File: src/rtl/tlc_phase_scheduler_if.sv
// Request inputs and light/status outputs of the intersection phase scheduler.
// The master side drives the requests; the scheduler is the slave.
interface tlc_phase_scheduler_if;
    logic       ped_req;
    logic       emerg;
    logic [0:2] ns_light;
    logic [0:2] ew_light;
    logic       walk;
    logic       ped_ack;
    logic [2:0] phase;

    modport master (
        output ped_req, emerg,
        input  ns_light, ew_light, walk, ped_ack, phase
    );

    modport slave (
        input  ped_req, emerg,
        output ns_light, ew_light, walk, ped_ack, phase
    );
endinterface

File: src/rtl/tlc_phase_scheduler.sv
// Two-approach traffic light phase scheduler with pedestrian walk insertion
// and emergency all-red hold. All outputs are registered.
module tlc_phase_scheduler #(
    parameter int unsigned GREEN_CYC  = 8,
    parameter int unsigned YELLOW_CYC = 3,
    parameter int unsigned ALLRED_CYC = 2,
    parameter int unsigned WALK_CYC   = 5
) (
    input logic                  clk,
    input logic                  rst_n,
    tlc_phase_scheduler_if.slave bus
);

    typedef enum logic [2:0] {
        StNsG   = 3'd0,
        StNsY   = 3'd1,
        StAr1   = 3'd2,
        StEwG   = 3'd3,
        StEwY   = 3'd4,
        StAr2   = 3'd5,
        StWalk  = 3'd6,
        StEmerg = 3'd7
    } state_e;

    localparam logic [0:2] Red    = 3'b100;
    localparam logic [0:2] Green  = 3'b010;
    localparam logic [0:2] Yellow = 3'b001;

    state_e     state_q, state_d;
    state_e     rec_q, rec_d;
    logic [7:0] cnt_q, cnt_d;
    logic       pending_q, pending_d;
    logic [0:2] ns_q, ns_d;
    logic [0:2] ew_q, ew_d;
    logic       walk_q, walk_d;
    logic       ack_q, ack_d;
    logic       expired;
    logic       entering_walk;

    function automatic logic [7:0] dur_m1(state_e s);
        logic [7:0] d;
        case (s)
            StNsG, StEwG: d = 8'(GREEN_CYC - 1);
            StNsY, StEwY: d = 8'(YELLOW_CYC - 1);
            StAr1, StAr2: d = 8'(ALLRED_CYC - 1);
            StWalk:       d = 8'(WALK_CYC - 1);
            default:      d = 8'd0;
        endcase
        return d;
    endfunction

    always_comb begin
        state_d   = state_q;
        rec_d     = rec_q;
        expired   = (cnt_q == 8'd0);
        cnt_d     = expired ? cnt_q : cnt_q - 8'd1;
        pending_d = pending_q | (bus.ped_req && (state_q != StWalk));

        // Emergency beats timer expiry, which beats pedestrian diversion.
        unique case (state_q)
            StNsG:   if (bus.emerg || expired) state_d = StNsY;
            StEwG:   if (bus.emerg || expired) state_d = StEwY;
            StNsY:   if (expired) state_d = bus.emerg ? StEmerg : StAr1;
            StEwY:   if (expired) state_d = bus.emerg ? StEmerg : StAr2;
            StAr1: begin
                if (bus.emerg) begin
                    state_d = StEmerg;
                end else if (expired) begin
                    if (pending_q) begin
                        state_d = StWalk;
                        rec_d   = StEwG;
                    end else begin
                        state_d = StEwG;
                    end
                end
            end
            StAr2: begin
                if (bus.emerg) begin
                    state_d = StEmerg;
                end else if (expired) begin
                    if (pending_q) begin
                        state_d = StWalk;
                        rec_d   = StNsG;
                    end else begin
                        state_d = StNsG;
                    end
                end
            end
            StWalk: begin
                if (bus.emerg) begin
                    state_d = StEmerg;
                end else if (expired) begin
                    state_d = rec_q;
                end
            end
            StEmerg: if (!bus.emerg) state_d = StAr2;
        endcase

        if (state_d != state_q) begin
            cnt_d = dur_m1(state_d);
        end

        entering_walk = (state_d == StWalk) && (state_q != StWalk);
        if (entering_walk) begin
            pending_d = 1'b0;
        end

        ns_d   = Red;
        ew_d   = Red;
        walk_d = 1'b0;
        ack_d  = entering_walk;
        unique case (state_d)
            StNsG:  ns_d = Green;
            StNsY:  ns_d = Yellow;
            StEwG:  ew_d = Green;
            StEwY:  ew_d = Yellow;
            StWalk: walk_d = 1'b1;
            default: ;
        endcase
    end

    always_ff @(posedge clk or negedge rst_n) begin
        if (!rst_n) begin
            state_q   <= StAr2;
            rec_q     <= StNsG;
            cnt_q     <= 8'(ALLRED_CYC - 1);
            pending_q <= 1'b0;
            ns_q      <= Red;
            ew_q      <= Red;
            walk_q    <= 1'b0;
            ack_q     <= 1'b0;
        end else begin
            state_q   <= state_d;
            rec_q     <= rec_d;
            cnt_q     <= cnt_d;
            pending_q <= pending_d;
            ns_q      <= ns_d;
            ew_q      <= ew_d;
            walk_q    <= walk_d;
            ack_q     <= ack_d;
        end
    end

    assign bus.ns_light = ns_q;
    assign bus.ew_light = ew_q;
    assign bus.walk     = walk_q;
    assign bus.ped_ack  = ack_q;
    assign bus.phase    = state_q;

endmodule

File: src/flat_wrapper.sv
// flat-port wrapper written by rule: the top's interface ports become plain ports
module tlc_phase_scheduler_flat 
#(
    parameter int unsigned GREEN_CYC  = 8,
    parameter int unsigned YELLOW_CYC = 3,
    parameter int unsigned ALLRED_CYC = 2,
    parameter int unsigned WALK_CYC   = 5
)
  (clk, rst_n, bus_ped_req, bus_emerg, bus_ns_light, bus_ew_light, bus_walk, bus_ped_ack, bus_phase);
  tlc_phase_scheduler_if bus_i ();
  input logic clk;
  input logic rst_n;
  input wire logic [$bits(bus_i.ped_req)-1:0] bus_ped_req;
  input wire logic [$bits(bus_i.emerg)-1:0] bus_emerg;
  output wire logic [$bits(bus_i.ns_light)-1:0] bus_ns_light;
  output wire logic [$bits(bus_i.ew_light)-1:0] bus_ew_light;
  output wire logic [$bits(bus_i.walk)-1:0] bus_walk;
  output wire logic [$bits(bus_i.ped_ack)-1:0] bus_ped_ack;
  output wire logic [$bits(bus_i.phase)-1:0] bus_phase;
  assign bus_i.ped_req = bus_ped_req;
  assign bus_i.emerg = bus_emerg;
  assign bus_ns_light = bus_i.ns_light;
  assign bus_ew_light = bus_i.ew_light;
  assign bus_walk = bus_i.walk;
  assign bus_ped_ack = bus_i.ped_ack;
  assign bus_phase = bus_i.phase;
  tlc_phase_scheduler #(.GREEN_CYC(GREEN_CYC), .YELLOW_CYC(YELLOW_CYC), .ALLRED_CYC(ALLRED_CYC), .WALK_CYC(WALK_CYC)) u_core (.clk(clk), .rst_n(rst_n), .bus(bus_i));
endmodule
File: config.mk
export PLATFORM = sky130hd
export DESIGN_NAME = tlc_phase_scheduler_flat
export DESIGN_NICKNAME = d
export VERILOG_FILES = /design/src/rtl/tlc_phase_scheduler_if.sv /design/src/rtl/tlc_phase_scheduler.sv /design/src/flat_wrapper.sv
export SDC_FILE = /design/constraint.sdc
export NUM_CORES = 1
export LEC_CHECK = 0
export ABC_AREA = 0
export CELL_PAD_IN_SITES_DETAIL_PLACEMENT = 0
export CELL_PAD_IN_SITES_GLOBAL_PLACEMENT = 2
export CORE_MARGIN = 2
export CORE_UTILIZATION = 36
export DETAILED_ROUTE_END_ITERATION = 8
export GPL_ROUTABILITY_DRIVEN = 1
export HOLD_SLACK_MARGIN = 0.08
export PLACE_DENSITY_LB_ADDON = 0.1
export SLEW_MARGIN = 30
export SYNTH_ARGS = -nofsm -noshare
export SYNTH_HDL_FRONTEND = slang
export SYNTH_SLANG_ARGS = --single-unit
File: constraint.sdc
create_clock -name clk -period 5.85 [get_ports clk]
set_input_delay 1.17 -clock clk [delete_from_list [all_inputs] [get_ports clk]]
set_output_delay 1.17 -clock clk [all_outputs]
set_load 0.005 [all_outputs]
==> impl_summary.txt, run 1 <==
----------------------------------------------------
[Place]
  Final GP Congestion ... 0.813
  Area after detailed placement ... 1470 µm²
  Sum of net half-perimeters after detailed placement ... 2320 µm
  PortBufs ... 14

[Cells and area]
  Combined area of the multi-input logic cells ... 694 µm²
  Final Net Count ... 164
  Total area of sequential cells ... 532 µm²
  Synthesis-to-layout area growth ... 15.2%
  Antenna diode instance count ... 0
  Share of post-route cells with drive strength above 1 ... 10.2%
  Filler cells ... 341
  Final non-filler cell area ... 1490 µm²

[CTS]
  CTS tree ... yes
  Number of buffers inserted by post-CTS setup repair ... 0
  Number of H-tree levels ... 1
  Latest clock arrival within the worst-skew pair ... 0.30 ns
  Root Buffer Master ... sky130_fd_sc_hd__clkbuf_4
  CTS buffer count ... 3
  Maximum count of clock buffers along a single path ... 2
  Post_cts resized ... 0
  Count of clock tree sinks ... 21
  Clock-pin slew on the worst setup and hold paths ... 0.13 ns
  Number of hold buffers added after CTS ... 0

[Worst setup path]
  Critical Path RT ... around 6.1 ns
  Number of buffer and inverter instances along the worst setup path ... 1
  Kind of end point of the critical path ... flip-flop
  R2R setup slack ... 3.09 ns
  Worst EP arrival ... 3.48 ns
  Biggest cell delay along the critical path ... 0.60 ns
  Startpoint Class ... input pin
  Peak fanout along the critical path ... 12
  Critical path class ... in2reg
  RR Startpoint ... u_core.cnt_q[0]
  FF-to-FF End ... u_core.cnt_q[2]
  R2r worst-path depth ... 8
  Kind of cell with the highest combined delay on the critical path ... compound AO/OA/AOI/OAI gates
  Critical-path top delay cell ... sky130_fd_sc_hd__clkdlybuf4s50_1
  Cells along the critical path ... clkdlybuf4s50_1 > nor4_1 > a21boi_0 > a211oi_1 > a2111o_1 > o21a_1 > a21o_1

[STA]
  Max-slew violation total from the final report ... 0
  Final critical-path required period ... 3.27 ns
  Setup-violating endpoint count in the final report ... 0
  Worst hold-check slack ... 0.583 ns
  Final Hold Violating Endpoints ... 0
  Slew margin rel. ... ~57%
  Transition time at the pin with the least slew margin ... 0.650 ns
  Clock Skews ... 0.00160 ns
  Highest achievable clock rate ... 306 MHz
  Unrepaired setup endpoints after global routing ... false
  Setup Total Neg Slack ... 0 ns
  Period utilisation layout ... between 50 and 60%

[Hold path]
  Startpoint of the lowest-slack hold path ... u_core.rec_q[0]
  Hold Path Stages ... 2
  Hold WC Path Type ... reg2reg
  End point of the most critical hold path ... u_core.rec_q[0]

[Global route]
  First-pass GRT wire length ... around 5500 µm
  Pin count of the biggest net entering global routing ... 24
  Most used routing layer in global routing ... met2
  Met3 routing resource usage after global routing ... 2.82%
  Met2 track utilization from global routing ... 26.6%
  Total GRT Usage ... 17.2%
  Initial antenna violation count ... 0
  Via count of the first global-routing pass ... 1155
  GRT Residual Overflow ... 0
  Met1 track demand over resource in global routing ... 24.9%

[Synthesis]
  Leading area contributor after synthesis ... sky130_fd_sc_hd__dfrtp_1
  Proportion of netlist area held by the largest area contributor ... 30.9%
  Gate Count Post-Synth ... roughly 150
  Fraction of the yosys area taken by sequential cells ... 41.0%
  Number of synthesized flops with an enable pin ... 0
  Flops & latches, synth ... 21
  Yosys warning count ... 0
  Synthesized area ... 1300 µm²
  Average cell area after synthesis ... 8.94 µm²
  Share of synthesized flip-flops with an asynchronous set or reset ... between 90% and 100%
  Yosys cell types ... 47
  Most used flip-flop cell after synthesis ... sky130_fd_sc_hd__dfrtp_1
  Top post-synthesis cells by area ... sky130_fd_sc_hd__dfrtp_1, sky130_fd_sc_hd__dfstp_2, sky130_fd_sc_hd__a21oi_1
  Number of nets in the synthesized netlist ... 151

[Die]
  Starting Density ... between 30% and 40%
  Die span in y ... around 64 µm
  Die width ... ~64 µm
  Area of the core region ... 3390 µm²
  FP Rows ... 21
  IO Pins ... 15
  Overall die area ... just over 4000 µm²

[Route]
  Residual DRC ... 0
  Number of antenna-violating nets in the routed design ... 0
  Wirelength, routed ... 3140 µm
  Per-cell routed wire length ... 15.5 µm
  Detailed Routing Iterations Pass 1 ... 4
  Detailed router's first-iteration violation count ... 62
  Avg Vias per Cell ... 5.84
  Total via count in the routed design ... between 1000 and 1500

[Power and ir drop]
  Worst supply voltage drop on vdd ... ~0.16 mV
  PwrDens ... a little under 600 nW/µm²
  Leak Pwr ... 0.615 nW

[Flow run]
  Max-cap check violation count ... 0

[Run status]
  Run status ... complete, no violations

----------------------------------------------------
-- flip-flops by register name (all words and copies together) (netlist names) --
name / flops
u_core.bus.ew_light: 3
u_core.bus.ns_light: 3
u_core.bus.ped_ack: 1
u_core.bus.phase: 3
u_core.bus.walk: 1
u_core.cnt_q: 8
u_core.pending_q: 1
u_core.rec_q: 1
-- power by group --
group          switching, mW  total, mW  internal, mW
logic                  0.279      0.509         0.230
registers             0.0840      0.292         0.208
clock network         0.0477     0.0731        0.0255
total                  0.411      0.874         0.463
-- cell usage after synthesis (all sizes together) (2+ instances only) --
cell     instances
a211oi           2
a21o             2
a21oi           10
a222oi           2
a41oi            2
and3             2
buf              3
clkbuf           4
dfrtp           16
dfstp            5
ha               2
inv             11
nand2            8
nand3            6
nor2            14
nor2b            7
nor3             8
nor4             3
o2111ai          3
o211ai           3
o21ai            6
xnor2            4
xor2             2
-- per-stage QoR --
step | setup slack, ns | power, mW | instances | utilization (%)
after detailed placement | 2.10 | 0.798 | 198 | 43.2
after global routing | 2.42 | 0.956 | 203 | 44.0
after global placement | 2.12 | 0.799 | 198 | 43.2
after floorplan | 3.05 | 0.645 | 145 | -
after CTS | 2.42 | 0.874 | 202 | 44.0
final | 2.58 | 0.874 | 203 | 44.0
-- cell usage in the layout (no fill, tap or decap), types with 2 or more instances in the layout --
cell type / count
sky130_fd_sc_hd__a211oi_1: 2
sky130_fd_sc_hd__a21o_1: 2
sky130_fd_sc_hd__a21oi_1: 10
sky130_fd_sc_hd__a222oi_1: 2
sky130_fd_sc_hd__a41oi_1: 2
sky130_fd_sc_hd__and3_1: 2
sky130_fd_sc_hd__clkbuf_4: 3
sky130_fd_sc_hd__clkdlybuf4s50_1: 13
sky130_fd_sc_hd__dfrtp_1: 16
sky130_fd_sc_hd__dfstp_2: 5
sky130_fd_sc_hd__ha_1: 2
sky130_fd_sc_hd__inv_1: 11
sky130_fd_sc_hd__nand2_1: 8
sky130_fd_sc_hd__nand3_1: 6
sky130_fd_sc_hd__nor2_1: 13
sky130_fd_sc_hd__nor2b_1: 7
sky130_fd_sc_hd__nor3_1: 8
sky130_fd_sc_hd__nor4_1: 2
sky130_fd_sc_hd__o2111ai_1: 3
sky130_fd_sc_hd__o211ai_1: 3
sky130_fd_sc_hd__o21ai_0: 5
sky130_fd_sc_hd__xnor2_1: 4
sky130_fd_sc_hd__xor2_1: 2
-- logic make-up after synthesis --
| kind of cell | count (synthesis) | share of synthesized area [%] |
|---|---|---|
| AO/OA/AOI/OAI | 42 | 23.5 |
| XOR/XNOR | 6 | 4.05 |
| adder cells (fa/ha/maj) | 2 | 1.93 |
| buffers and inverters | 18 | 5.40 |
| flip-flops | 21 | 41.0 |
| AND/OR/NAND/NOR | 56 | 24.1 |
-- layout make-up --
type / count / share of cell area [%]
inverter: 11 / 2.77
clock inverter: 1 / 0.335
timing repair buffer: 15 / 9.39
clock buffer: 3 / 1.51
sequential: 21 / 35.6
multi-input combinational: 106 / 46.5
tap: 46 / 3.86
-- worst register-to-register path, cell delays in order, from the launching register on --
cell                        delay (ns)
sky130_fd_sc_hd__dfstp_2          0.60
sky130_fd_sc_hd__inv_1            0.07
sky130_fd_sc_hd__ha_1             0.23
sky130_fd_sc_hd__nor3b_2          0.23
sky130_fd_sc_hd__a2111oi_0        0.58
sky130_fd_sc_hd__a311oi_1         0.10
sky130_fd_sc_hd__a2111o_1         0.54
sky130_fd_sc_hd__o21a_1           0.16
sky130_fd_sc_hd__a21o_1           0.17
-- layer usage --
metal,share of wire [%],vias to the layer above
met5,0,-
met4,0.64,0
met3,5.7,2
met2,47,42
met1,46,580
li1,-,561
-- how the worst max path moves through the flow --
stage	startpoint	to	slack (ns)	depth (start not counted)
3_5_place_dp	bus_emerg	u_core.cnt_q[0]	2.10	7
2_1_floorplan	bus_emerg	u_core.cnt_q[2]	3.05	8
3_3_place_gp	bus_emerg	u_core.bus.ns_light[2]	2.12	6
6_report	bus_emerg	u_core.cnt_q[2]	2.58	7
5_1_grt	bus_emerg	u_core.cnt_q[0]	2.42	8
4_1_cts	bus_emerg	u_core.bus.ns_light[2]	2.42	6
(Power assumes the default switching activity.)
==> run 2, diff against run 1 <==
Settings changed: CORE_UTILIZATION 36 to 34.
Clock period 5.85 ns to 3.35 ns, I/O delays scaled along.
==> run 2 against run 1 <==
- clock power increased by 140%
- power increased by 81%
- via count decreased by 5.6%
==> impl_summary.txt, run 2 (same netlist as run 1, synthesis figures left out) <==
----------------------------------------------------
[STA]
  Period utilisation layout ... about four fifths
  Final Hold Violating Endpoints ... 0 (unchanged)
  Unrepaired setup endpoints after global routing ... false
  Setup Total Neg Slack ... 0 ns (unchanged)
  Transition time at the pin with the least slew margin ... 0.613 ns (-0.0370 ns)
  Highest achievable clock rate ... 364 MHz
  Slew margin rel. ... 59.0% (+2.3 points)
  Clock Skews ... 0.00680 ns (+0.00520 ns)
  Setup-violating endpoint count in the final report ... 0 (unchanged)
  Max-slew violation total from the final report ... 0 (unchanged)
  Final critical-path required period ... approximately 2.7 ns

[Die]
  IO Pins ... 15 (unchanged)
  Die span in y ... 65.7 µm (+2.7%)
  Overall die area ... 4320 µm² (+5.5%)
  Area of the core region ... 3660 µm² (+8.0%)
  FP Rows ... 22 (+4.8%)
  Die width ... 65.7 µm (+2.7%)
  Starting Density ... 35.4% (-2.8 points)

[Global route]
  Met1 track demand over resource in global routing ... 23.5% (-1.4 points)
  Pin count of the biggest net entering global routing ... 22 (-8.3%)
  First-pass GRT wire length ... 5500 µm (-0.38%)
  Met3 routing resource usage after global routing ... 3.60% (+0.78 points)
  Initial antenna violation count ... 0 (unchanged)
  Met2 track utilization from global routing ... 26.0% (-0.55 points)
  GRT Residual Overflow ... 0 (unchanged)
  Most used routing layer in global routing ... met2
  Via count of the first global-routing pass ... 1066 (-7.7%)
  Total GRT Usage ... 17.1% (-0.096 points)

[Worst setup path]
  R2r worst-path depth ... 8 (unchanged)
  Worst EP arrival ... 2.92 ns (-0.56 ns)
  Startpoint Class ... input pin
  Peak fanout along the critical path ... 12 (unchanged)
  Critical Path RT ... 3.52 ns (-2.54 ns)
  RR Startpoint ... u_core.cnt_q[0]
  Critical path class ... in2reg
  R2R setup slack ... 0.63 ns (-2.46 ns)
  FF-to-FF End ... u_core.cnt_q[2]
  Kind of end point of the critical path ... flip-flop

[CTS]
  Count of clock tree sinks ... 21 (unchanged)
  Post_cts resized ... 0 (unchanged)
  Root Buffer Master ... sky130_fd_sc_hd__clkbuf_8
  Number of hold buffers added after CTS ... 0 (unchanged)
  CTS tree ... yes
  Maximum count of clock buffers along a single path ... 2 (unchanged)
  Number of buffers inserted by post-CTS setup repair ... 0 (unchanged)
  Clock-pin slew on the worst setup and hold paths ... 0.08 ns (-0.05 ns)
  Number of H-tree levels ... 1 (unchanged)
  CTS buffer count ... 3 (unchanged)
  Latest clock arrival within the worst-skew pair ... 0.27 ns (-0.03 ns)

[Place]
  Final GP Congestion ... 0.775 (-4.6%)
  PortBufs ... 14 (unchanged)
  Sum of net half-perimeters after detailed placement ... 2380 µm (+2.7%)

[Route]
  Avg Vias per Cell ... 5.43 (-6.9%)
  Detailed Routing Iterations Pass 1 ... 4 (unchanged)
  Wirelength, routed ... 3280 µm (+4.3%)
  Residual DRC ... 0 (unchanged)
  Per-cell routed wire length ... 15.9 µm (+2.8%)
  Number of antenna-violating nets in the routed design ... 0 (unchanged)
  Detailed router's first-iteration violation count ... 77 (+24%)
  Total via count in the routed design ... 1119 (-5.6%)

[Cells and area]
  Number of flip-flops under the largest register name ... 8 (unchanged)
  Final Net Count ... 165 (+0.61%)
  Antenna diode instance count ... 0 (unchanged)
  Most used cells in the layout excluding fill and tap cells ... sky130_fd_sc_hd__dfrtp_1, sky130_fd_sc_hd__nor2_1, sky130_fd_sc_hd__clkdlybuf4s50_1
  Synthesis-to-layout area growth ... 17.6%
  Most common cell after layout, fill and taps aside ... sky130_fd_sc_hd__dfrtp_1
  Largest reg by FF count ... u_core.cnt_q
  Share of post-route cells with drive strength above 1 ... 10.8% (+0.57 points)

[Hold path]
  Hold WC Path Type ... in2async

[Flow run]
  Max-cap check violation count ... 0 (unchanged)

[Power and ir drop]
  Power Total ... 1.58 mW (+81%)
  Worst supply voltage drop on vdd ... 0.436 mV (+170%)
  PwrDens ... 1040 nW/µm² (+78%)
  Leak Pwr ... 0.629 nW (+2.2%)

[Run status]
  Run status ... complete, no violations

----------------------------------------------------
-- run 2: cell count changes in the layout (fill, tap and decap cells not counted), sizes merged --
cell    previous run  this run
clkbuf             4         3
buf                1         3
-- run 2: through the flow --
step | hold slack (ns) | util (%) | worst slack (ns) | cell area, µm² | std cells
2_1_floorplan | 0.374 | - | 0.905 | 1300 | 145
3_3_place_gp | 0.562 | 40.5 | 0.435 | 1480 | 202
3_5_place_dp | 0.578 | 40.4 | 0.348 | 1480 | 202
4_1_cts | 0.375 | 41.6 | 0.626 | 1520 | 206
5_1_grt | 0.389 | 41.6 | 0.453 | 1520 | 206
6_report | 0.345 | 41.6 | 0.605 | 1520 | 206
-- run 2: per-layer routing --
layer,vias up,wire (µm)
met2,23,1500
li1,560,-
met3,5,121
met5,-,0
met1,531,1600
met4,0,48
-- run 2: power by group --
group | internal [mW] | total, mW | switching, mW
Combinational | 0.412 | 0.919 | 0.507
Sequential | 0.364 | 0.492 | 0.128
Clock | 0.0833 | 0.174 | 0.0911
-- run 2: final cells by class --
class	count	area, µm²
clock buffer	3	41.3
clock inverter	1	5.00
fill	368	2140
inverter	11	41.3
multi-input combinational	106	694
sequential	21	532
tap	48	60.1
timing repair buffer	16	150
-- run 2: worst max-delay path by stage --
stage | start | endpoint | cells after the start
floorplan | u_core.cnt_q[0] | u_core.cnt_q[2] | 9
global placement | bus_emerg | u_core.cnt_q[2] | 7
detailed placement | bus_emerg | u_core.cnt_q[2] | 7
CTS | bus_emerg | u_core.cnt_q[2] | 7
global route | u_core.cnt_q[1] | u_core.cnt_q[0] | 8
finish | bus_emerg | u_core.cnt_q[2] | 7
-- run 2: critical path, cell delays in order --
cell and delay [ns]:
sky130_fd_sc_hd__clkdlybuf4s50_1 0.61, sky130_fd_sc_hd__nor4_1 0.34, sky130_fd_sc_hd__a21boi_0 0.37, sky130_fd_sc_hd__a211oi_1 0.09, sky130_fd_sc_hd__a2111o_1 0.50, sky130_fd_sc_hd__o21a_1 0.16
sky130_fd_sc_hd__a21o_1 0.17
